File: src/rtl/keyseq_lock.sv
// Read-sequence key lock: matches windowed read address nibbles, then serves an LFSR keystream.
// Optional KEYSEQ_LOCK_DECOY_EN adds a decoy LFSR that drives sdrd_o while locked.
module keyseq_lock #(
    parameter int                   STATE_W    = 6,
    parameter int                   KEY_W      = 4,
    parameter int                   KEY_LEN    = 4,
    parameter logic [8*KEY_W-1:0]   KEY_SEQ    = {16'h0000, 16'h8B9A},
    parameter logic [1:0]           WIN_BASE   = 2'b01,
    parameter logic [STATE_W-1:0]   LFSR_TAPS  = 6'b110000,
    parameter logic [STATE_W-1:0]   SEED       = 6'b000001,
    parameter logic [KEY_W-1:0]     RELOCK_KEY = 4'h0,
    parameter int                   MAX_READS  = 0
) (
    input  logic               clk,
    input  logic               rst,
    input  logic               sser_n,
    input  logic               br_w,
    input  logic [1:0]         ba_win,
    input  logic [KEY_W-1:0]   ba_key,
    output logic               sdrd_o,
    output logic               sdrd_oe,
    output logic               unlocked_o,
    output logic [2:0]         step_o,
    output logic [STATE_W-1:0] state_o
);

    if (KEY_LEN > 8 || KEY_LEN < 1 || STATE_W < 3 || STATE_W > 16) begin : g_bad_param
        $error("keyseq_lock: illegal KEY_LEN or STATE_W");
    end

    localparam int                 CNT_W     = 16;
    localparam logic [2:0]         LAST_IDX  = 3'(KEY_LEN - 1);
    localparam logic [STATE_W-1:0] SEED_EFF  =
        (SEED == '0) ? STATE_W'(1) : SEED;

    typedef enum logic {
        LOCKED   = 1'b0,
        UNLOCKED = 1'b1
    } lock_state_e;

    lock_state_e        st_q, st_d;
    logic [2:0]         idx_q, idx_d;
    logic [STATE_W-1:0] lfsr_q, lfsr_d;
    logic [CNT_W-1:0]   cnt_q, cnt_d;
    logic               qual_q;

    logic               qual;
    logic               evt;
    logic [KEY_W-1:0]   cur_key;
    logic [KEY_W-1:0]   first_key;
    logic [STATE_W-1:0] lfsr_nx;
    logic [CNT_W:0]     cnt_inc;
    logic               expire;

    assign qual      = ~sser_n & br_w & (ba_win == WIN_BASE);
    assign evt       = qual & ~qual_q;
    assign cur_key   = KEY_SEQ[KEY_W*idx_q +: KEY_W];
    assign first_key = KEY_SEQ[KEY_W-1:0];
    assign lfsr_nx   = {lfsr_q[STATE_W-2:0], ^(lfsr_q & LFSR_TAPS)};
    assign cnt_inc   = {1'b0, cnt_q} + (CNT_W+1)'(1);
    assign expire    = (MAX_READS != 0) && (cnt_inc == (CNT_W+1)'(MAX_READS));

    always_ff @(posedge clk) begin
        if (rst) begin
            st_q   <= LOCKED;
            idx_q  <= '0;
            lfsr_q <= SEED_EFF;
            cnt_q  <= '0;
            qual_q <= 1'b0;
        end else begin
            st_q   <= st_d;
            idx_q  <= idx_d;
            lfsr_q <= lfsr_d;
            cnt_q  <= cnt_d;
            qual_q <= qual;
        end
    end

    always_comb begin
        st_d   = st_q;
        idx_d  = idx_q;
        lfsr_d = lfsr_q;
        cnt_d  = cnt_q;
        if (evt) begin
            unique case (st_q)
                LOCKED: begin
                    if (ba_key == cur_key && idx_q == LAST_IDX) begin
                        st_d   = UNLOCKED;
                        lfsr_d = SEED_EFF;
                        cnt_d  = '0;
                        idx_d  = '0;
                    end else if (ba_key == cur_key) begin
                        idx_d = idx_q + 3'd1;
                    end else begin
                        // A mismatching key may itself be a valid first step.
                        idx_d = (ba_key == first_key) ? 3'd1 : 3'd0;
                    end
                end
                UNLOCKED: begin
                    if (ba_key == RELOCK_KEY) begin
                        st_d  = LOCKED;
                        idx_d = '0;
                    end else begin
                        lfsr_d = lfsr_nx;
                        if (cnt_q != '1) begin
                            cnt_d = cnt_inc[CNT_W-1:0];
                        end
                        if (expire) begin
                            st_d  = LOCKED;
                            idx_d = '0;
                        end
                    end
                end
                default: st_d = LOCKED;
            endcase
        end
    end

    assign sdrd_oe    = qual;
    assign unlocked_o = (st_q == UNLOCKED);
    assign step_o     = idx_q;
    assign state_o    = lfsr_q;

`ifdef KEYSEQ_LOCK_DECOY_EN
    localparam logic [STATE_W-1:0] DECOY_SEED =
        (~SEED_EFF == '0) ? STATE_W'(1) : ~SEED_EFF;

    logic [STATE_W-1:0] decoy_q, decoy_d;

    always_ff @(posedge clk) begin
        if (rst) begin
            decoy_q <= DECOY_SEED;
        end else begin
            decoy_q <= decoy_d;
        end
    end

    always_comb begin
        decoy_d = decoy_q;
        if (evt && st_q == LOCKED) begin
            decoy_d = {decoy_q[STATE_W-2:0], ^(decoy_q & LFSR_TAPS)};
        end
    end

    assign sdrd_o = unlocked_o ? lfsr_q[STATE_W-1] : decoy_q[STATE_W-1];
`else
    assign sdrd_o = unlocked_o ? lfsr_q[STATE_W-1] : 1'b0;
`endif

endmodule

File: config.mk
export PLATFORM = sky130hd
export DESIGN_NAME = keyseq_lock
export DESIGN_NICKNAME = d
export VERILOG_FILES = /design/src/rtl/keyseq_lock.sv
export SDC_FILE = /design/constraint.sdc
export NUM_CORES = 1
export LEC_CHECK = 0
export CAP_MARGIN = 0
export CORE_MARGIN = 2
export CORE_UTILIZATION = 46
export DETAILED_ROUTE_END_ITERATION = 8
export GPL_TIMING_DRIVEN = 0
export HOLD_SLACK_MARGIN = 0.06
export PLACE_DENSITY = 0.88
export SETUP_SLACK_MARGIN = 0.02
export SLEW_MARGIN = 15
export SYNTH_ARGS = -nofsm -noshare
export SYNTH_HDL_FRONTEND = slang
export SYNTH_SLANG_ARGS = --single-unit
File: constraint.sdc
create_clock -name clk -period 3.1 [get_ports clk]
set_input_delay 0.62 -clock clk [delete_from_list [all_inputs] [get_ports clk]]
set_output_delay 0.62 -clock clk [all_outputs]
set_load 0.1 [all_outputs]
==> out/results.tsv, run 1 <==
stage	metric	value	unit
sta	Final Skew	5.236	ps
run	max_cap viols	0	
floorplan	std cell rows	13	
setup_path	WP buf/inv	3	
floorplan	Die W	40.95	um
sta	maximum clock frequency	336.0	MHz
pwr	switch share	29.74	%
clock_network	CTS tree	built	
route	Routed WL	1596	um
route	drt initial violations	24	
sta	Final Hold Vio Count	0	
pwr	Pwr per Cell Area	351.0	nW/um2
clock_network	Worst-path clk slew	70	ps
sta	relative slew slack	33.53	%
min_path	hold path depth	2	
finish	n_diodes	0	
setup_path	Worst Reg-to-Reg Cells	5	
place	placed insts	110	
clock_network	CTS Sinks	11	
pwr	clock group share of total power	32.2	%
route	DR pass1 iterations	4	
clock_network	CTS Hold Bufs	0	
place	post-DP HPWL	1197	um
logic_synthesis	sequential area share after synthesis	35.06	%
sta	max-slew violations	0	
setup_path	Crit Path Max Fanout	5	
logic_synthesis	Mapped Nets	87	
grt	vias in the first global route	583	
setup_path	Critical path origin	ba_win[1]	
sta	slew at the pin with the worst max-slew slack	993.9	ps
sta	final worst-path cycle share	96.01	%
setup_path	critical path's largest stage delay	880	ps
route	WL met2	768	um
logic_synthesis	Syn Inst Count	75	
grt	largest net degree at the start of global routing	11	
sta	setup_tns	0	ps
route	highest metal used	met4	
floorplan	Starting Density	48.88	%
finish	post-route insts no fill	114	
logic_synthesis	flops & latches, synth	11	
sta	final hold slack	484.1	ps
route	remaining antenna violation count	0	
setup_path	Critical Path End	sdrd_oe	
logic_synthesis	Synth Cell Area	628.1	um2
pwr	leakage power	0.0002958	uW
setup_path	startpoint types	input port	
setup_path	delay-heaviest family, CP	buffers and inverters	
pwr	Internal	215.0	uW
min_path	HP Class	register to register	
setup_path	required time worst endpoint	2480	ps
sta	Final min period	2976	ps
floorplan	Chip Height	40.95	um
route	residual DRC count	0	
place	Final GP Congestion	0.7447	
floorplan	full die area	1677	um2
grt	Tot GR Track Use	22.52	%
pwr	Gate power share	19.6	%
grt	Congestion Overflow GR	0	
finish	most common cell after layout, fill and taps aside	clkdlybuf4s50_1	
grt	initial antenna violation count	0	
setup_path	reg-to-reg startpoint	step_o[0]$_SDFFE_PP0P_	
finish	layout net count	112	
setup_path	crit path cell chain	clkdlybuf4s50_1 > nand4bb_1 > inv_1 > dlygate4sd2_1	
route	Via density	5.965	
floorplan	total core area	1285	um2
setup_path	crit path capture type	output port	
logic_synthesis	post-synthesis average cell area	8.375	um2
logic_synthesis	Synth cell types	29	
route	met1 WL	682	um
pwr	NetSw	91.03	uW
finish	most frequent cells in the layout	clkdlybuf4s50_1, dfxtp_1, nand2_1	
route	Routed WL per cell	14.00	um
logic_synthesis	Synth Warn #	0	
sta	Setup violations, final	0	
finish	Area growth syn-to-layout	38.84	%
route	via count	680	
clock_network	clk_lat worst skew	260	ps
setup_path	class of the most critical setup path	input port to output port	
pwr	sequential share of power	48.2	%
route	DR WL met3	117	um
clock_network	clock tree buffer depth	2	
floorplan	# IOs	22	
grt	first-pass GRT wire length	2408	um
setup_path	WP depth	4	
setup_path	reg-to-reg endpoint	step_o[0]$_SDFFE_PP0P_	
clock_network	CTS buffer count	3	
setup_path	worst path arrival time	2360	ps
place	port buffer count	20	
clock_network	total setup buffers inserted after CTS	0	
clock_network	htree depth	1	
outcome	status	finished clean	
sta	RSZ-0062 raised after global routing	false	
finish	share of layout cells above drive strength 1	5.051	%
clock_network	root buf cell	clkbuf_4	
setup_path	flop2flop setup slack	1260	ps
pwr	Max rail drop VDD	0.0002754	V
setup_path	Crit-path slowest cell	dlygate4sd2_1	
[final cells by class]
class                           instances  area [um2]
Inverter                                4       15.01
Tap cell                               15       18.77
Sequential cell                        11       220.2
Fill cell                             118       412.9
Clock buffer                            4       26.28
Buffer                                  1       3.754
Multi-Input combinational cell         59       389.1
Timing Repair Buffer                   20       198.9
[power groups by stage]
stage	registers, uW	clock network [uW]	logic (uW)
2_1_floorplan	169	0	19.4
3_5_place_dp	151	0	59.9
5_1_grt	148	108	63.6
6_report	148	98.4	60.1
4_1_cts	147	101	60.0
3_3_place_gp	151	0	59.5
[synthesized netlist by cell type]
library cell / count / area share [%]
dfxtp_1: 11 / 35
nand2_1: 10 / 6.0
o21ai_0: 6 / 4.8
a21oi_1: 5 / 4.0
a22oi_1: 5 / 6.0
inv_1: 4 / 2.4
nor2_1: 4 / 2.4
nor3_1: 3 / 2.4
a211oi_1: 2 / 2.4
and2_1: 2 / 2.0
ha_1: 2 / 4.0
nand2b_1: 2 / 2.0
nor4_1: 2 / 2.0
o41ai_1: 2 / 2.8
a2111o_1: 1 / 1.8
a2bb2oi_1: 1 / 1.4
a31o_4: 1 / 2.8
a32oi_1: 1 / 1.4
clkbuf_1: 1 / 0.60
nand3_1: 1 / 0.80
nand4_1: 1 / 1.0
nand4b_1: 1 / 1.4
nand4bb_1: 1 / 1.8
nor3b_1: 1 / 1.2
nor4_2: 1 / 2.0
o21a_1: 1 / 1.2
o41a_1: 1 / 1.8
xnor2_1: 1 / 1.4
xor2_1: 1 / 1.4
[tightest hold or removal path, stage by stage, from the launching register on]
cell	delay, ps
dfxtp_1	330
nand2_1	60
a21oi_1	50
[metal layers]
layer / up-vias / global-route usage, %
met1: 319 / 26.32
met4: 0 / 14.17
met5: - / 0
met3: 4 / 7.065
li1: 336 / -
met2: 21 / 35.16
[metrics by stage]
stage	power (uW)	utilization, %	setup WS, ps	cell area [um2]
after CTS	308.3	67.87	123.3	872.1
after detailed placement	210.6	65.92	-159.2	847.1
final	306.1	67.87	123.7	872.1
after global placement	210.2	65.92	-150.7	847.1
after global routing	319.9	67.87	51.69	872.1
after floorplan	188.3	-	570.4	628.1
[state kept, by name, summed over array words and instances, names as in the netlist]
name,count
qual_q,1
state_o,6
step_o,3
unlocked_o,1
[cells by family after synthesis]
kind of cell / Yosys count / synth area share, %
adders and majority gates: 2 / 3.983
AOI/OAI and AO/OA: 26 / 30.28
buffers and inverters: 5 / 2.987
xor gates and xnor gates: 2 / 2.789
and+or+nand+nor: 29 / 24.90
DFF: 11 / 35.06
[worst min path at each step]
stage,startpoint,end,slack [ps]
2_1_floorplan,qual_q$_SDFF_PP0_,state_o[0]$_SDFFE_PP1P_,580
3_3_place_gp,step_o[1]$_SDFFE_PP0P_,step_o[1]$_SDFFE_PP0P_,470
3_5_place_dp,step_o[1]$_SDFFE_PP0P_,step_o[1]$_SDFFE_PP0P_,480
4_1_cts,step_o[1]$_SDFFE_PP0P_,step_o[1]$_SDFFE_PP0P_,490
5_1_grt,state_o[3]$_SDFFE_PP0P_,state_o[3]$_SDFFE_PP0P_,530
6_report,step_o[1]$_SDFFE_PP0P_,step_o[1]$_SDFFE_PP0P_,480
[timing repair]
action,CTS,global route
endpoints found under the hold margin,0,0
endpoints found under the setup margin,1,0
gates resized for setup,1,0
Power figures use the tool's default switching activity.
==> run 2, diff against run 1 <==
Settings changed: CAP_MARGIN 0 to default, SKIP_CTS_REPAIR_TIMING from default to 1.
==> run 2 against run 1 <==
Count of clock-buffer cells in the layout did not move. First-iteration DRC count unchanged. Global-route usage unchanged. Register-to-register slack about the same. Non-clock buffer count stayed put. Clock skew unchanged. Critical endpoint unchanged. Design area is 0.43% higher. Die area unchanged. Via count stayed put.
==> out/results.tsv, run 2 (synthesized netlist as in run 1, its figures left out) <==
stage	metric	value	unit	change
sta	Final Hold Vio Count	0		unchanged
pwr	Final Total Pwr	306.3	uW	about the same
clock_network	clk_lat worst skew	260	ps	about the same
pwr	switch share	29.73	%	about the same
grt	Congestion Overflow GR	0		unchanged
route	Routed WL per cell	14.04	um	+0.25%
setup_path	critical path's largest stage delay	770	ps	-110 ps
setup_path	Crit Path Max Fanout	5		unchanged
finish	most frequent cells in the layout	clkdlybuf4s50_1, dfxtp_1, nand2_1		
route	Via density	5.965		unchanged
outcome	status	finished clean		
finish	Filler Cells Inserted	116		-1.7%
clock_network	htree depth	1		unchanged
place	placed insts	110		unchanged
finish	most common cell after layout, fill and taps aside	clkdlybuf4s50_1		
floorplan	Chip Height	40.95	um	unchanged
grt	first-pass GRT wire length	2408	um	unchanged
pwr	Internal	215.3	uW	about the same
grt	vias in the first global route	583		unchanged
setup_path	worst path arrival time	2250	ps	-110 ps
route	drt initial violations	24		unchanged
sta	max-slew violations	0		unchanged
route	residual DRC count	0		unchanged
sta	maximum clock frequency	348.2	MHz	+3.6%
floorplan	std cell rows	13		unchanged
clock_network	Worst-path clk slew	70	ps	about the same
sta	Setup violations, final	0		unchanged
floorplan	full die area	1677	um2	unchanged
pwr	Gate power share	19.7	%	about the same
pwr	leakage power	0.0003090	uW	+4.4%
pwr	NetSw	91.05	uW	about the same
floorplan	# IOs	22		unchanged
place	dpl cell area	847.1	um2	unchanged
place	post-DP HPWL	1197	um	unchanged
clock_network	clock tree buffer depth	2		unchanged
clock_network	CTS tree	built		
run	max_cap viols	0		unchanged
route	Routed WL	1600	um	+0.25%
route	remaining antenna violation count	0		unchanged
clock_network	CTS buffer count	3		unchanged
finish	Final Core Density	68.16	%	+0.29 points
setup_path	startpoint types	input port		
floorplan	total core area	1285	um2	unchanged
setup_path	WP buf/inv	3		unchanged
route	DR pass1 iterations	4		unchanged
sta	RSZ-0062 raised after global routing	false		
finish	layout net count	112		unchanged
clock_network	root buf cell	clkbuf_4		
sta	Final min period	2872	ps	-104.0 ps
finish	share of layout cells above drive strength 1	5.051	%	unchanged
pwr	Pwr per Cell Area	349.7	nW/um2	-0.35%
finish	post-route insts no fill	114		unchanged
pwr	clock group share of total power	32.1	%	about the same
sta	final worst-path cycle share	92.65	%	-3.4 points
pwr	Max rail drop VDD	0.0002754	V	about the same
pwr	sequential share of power	48.2	%	about the same
place	Final GP Congestion	0.7447		unchanged
setup_path	class of the most critical setup path	input port to output port		
finish	n_diodes	0		unchanged
sta	relative slew slack	33.53	%	unchanged
setup_path	Crit-path slowest cell	dlymetal6s2s_1		
setup_path	crit path capture type	output port		
floorplan	Die W	40.95	um	unchanged
setup_path	crit path cell chain	clkdlybuf4s50_1 > nand4bb_1 > inv_1 > dlymetal6s2s_1		
grt	initial antenna violation count	0		unchanged
route	via count	680		unchanged
sta	slew at the pin with the worst max-slew slack	993.9	ps	unchanged
finish	final instance area	875.8	um2	+0.43%
floorplan	Starting Density	48.88	%	unchanged
finish	Area growth syn-to-layout	39.44	%	
clock_network	CTS Sinks	11		unchanged
grt	largest net degree at the start of global routing	11		unchanged
min_path	HP Class	register to register		
setup_path	required time worst endpoint	2480	ps	about the same
place	port buffer count	20		unchanged
grt	Tot GR Track Use	22.52	%	unchanged
setup_path	delay-heaviest family, CP	buffers and inverters		
finish	max reg flops	6		unchanged
sta	Final Skew	5.236	ps	unchanged
-- run 2: path summary, 6_finish.rpt --
kind                                              from                endpoint  slack [ps]  cells after the start
worst max register to register  step_o[0]$_SDFFE_PP0P_  step_o[0]$_SDFFE_PP0P_        1260                      5
worst min register to register  step_o[1]$_SDFFE_PP0P_  step_o[1]$_SDFFE_PP0P_         480                      2
worst min-delay path            step_o[1]$_SDFFE_PP0P_  step_o[1]$_SDFFE_PP0P_         480                      2
worst max-delay path                         ba_win[1]                 sdrd_oe         230                      4
-- run 2: final cells by class --
class,instances,area [um2],area share (%)
multi-input combinational,59,389.1,44.43
sequential,11,220.2,25.14
timing repair buffer,20,202.7,23.14
clock buffer,4,26.28,3.000
tap,15,18.77,2.143
inverter,4,15.01,1.714
buffer,1,3.754,0.4286
-- run 2: through the flow --
step           hold slack (ps)  setup slack (ps)  TNS (ps)
2_1_floorplan            579.5             570.4         0
3_3_place_gp             467.0            -150.7    -150.7
3_5_place_dp             479.6            -159.2    -159.2
4_1_cts                  489.2            -159.6    -159.6
5_1_grt                  528.6             152.8         0
6_report                 484.1             227.7         0
-- run 2: metal layers --
layer	track usage (%)	vias up	routed length [um]
met5	0	-	0
met4	14.17	0	27
met3	7.065	4	117
met2	35.16	21	768
met1	26.32	319	686
li1	-	336	-
-- run 2: worst min-delay path, cell delays in order, from the launching register on --
cell and delay, ps:
dfxtp_1 330, nand2_1 60, a21oi_1 50
-- run 2: power groups by stage --
stage | combinational, uW | clock, uW | sequential, uW
4_1_cts | 60.2 | 101 | 147
2_1_floorplan | 19.4 | 0 | 169
3_5_place_dp | 59.9 | 0 | 151
5_1_grt | 63.8 | 108 | 148
6_report | 60.3 | 98.4 | 148
3_3_place_gp | 59.5 | 0 | 151
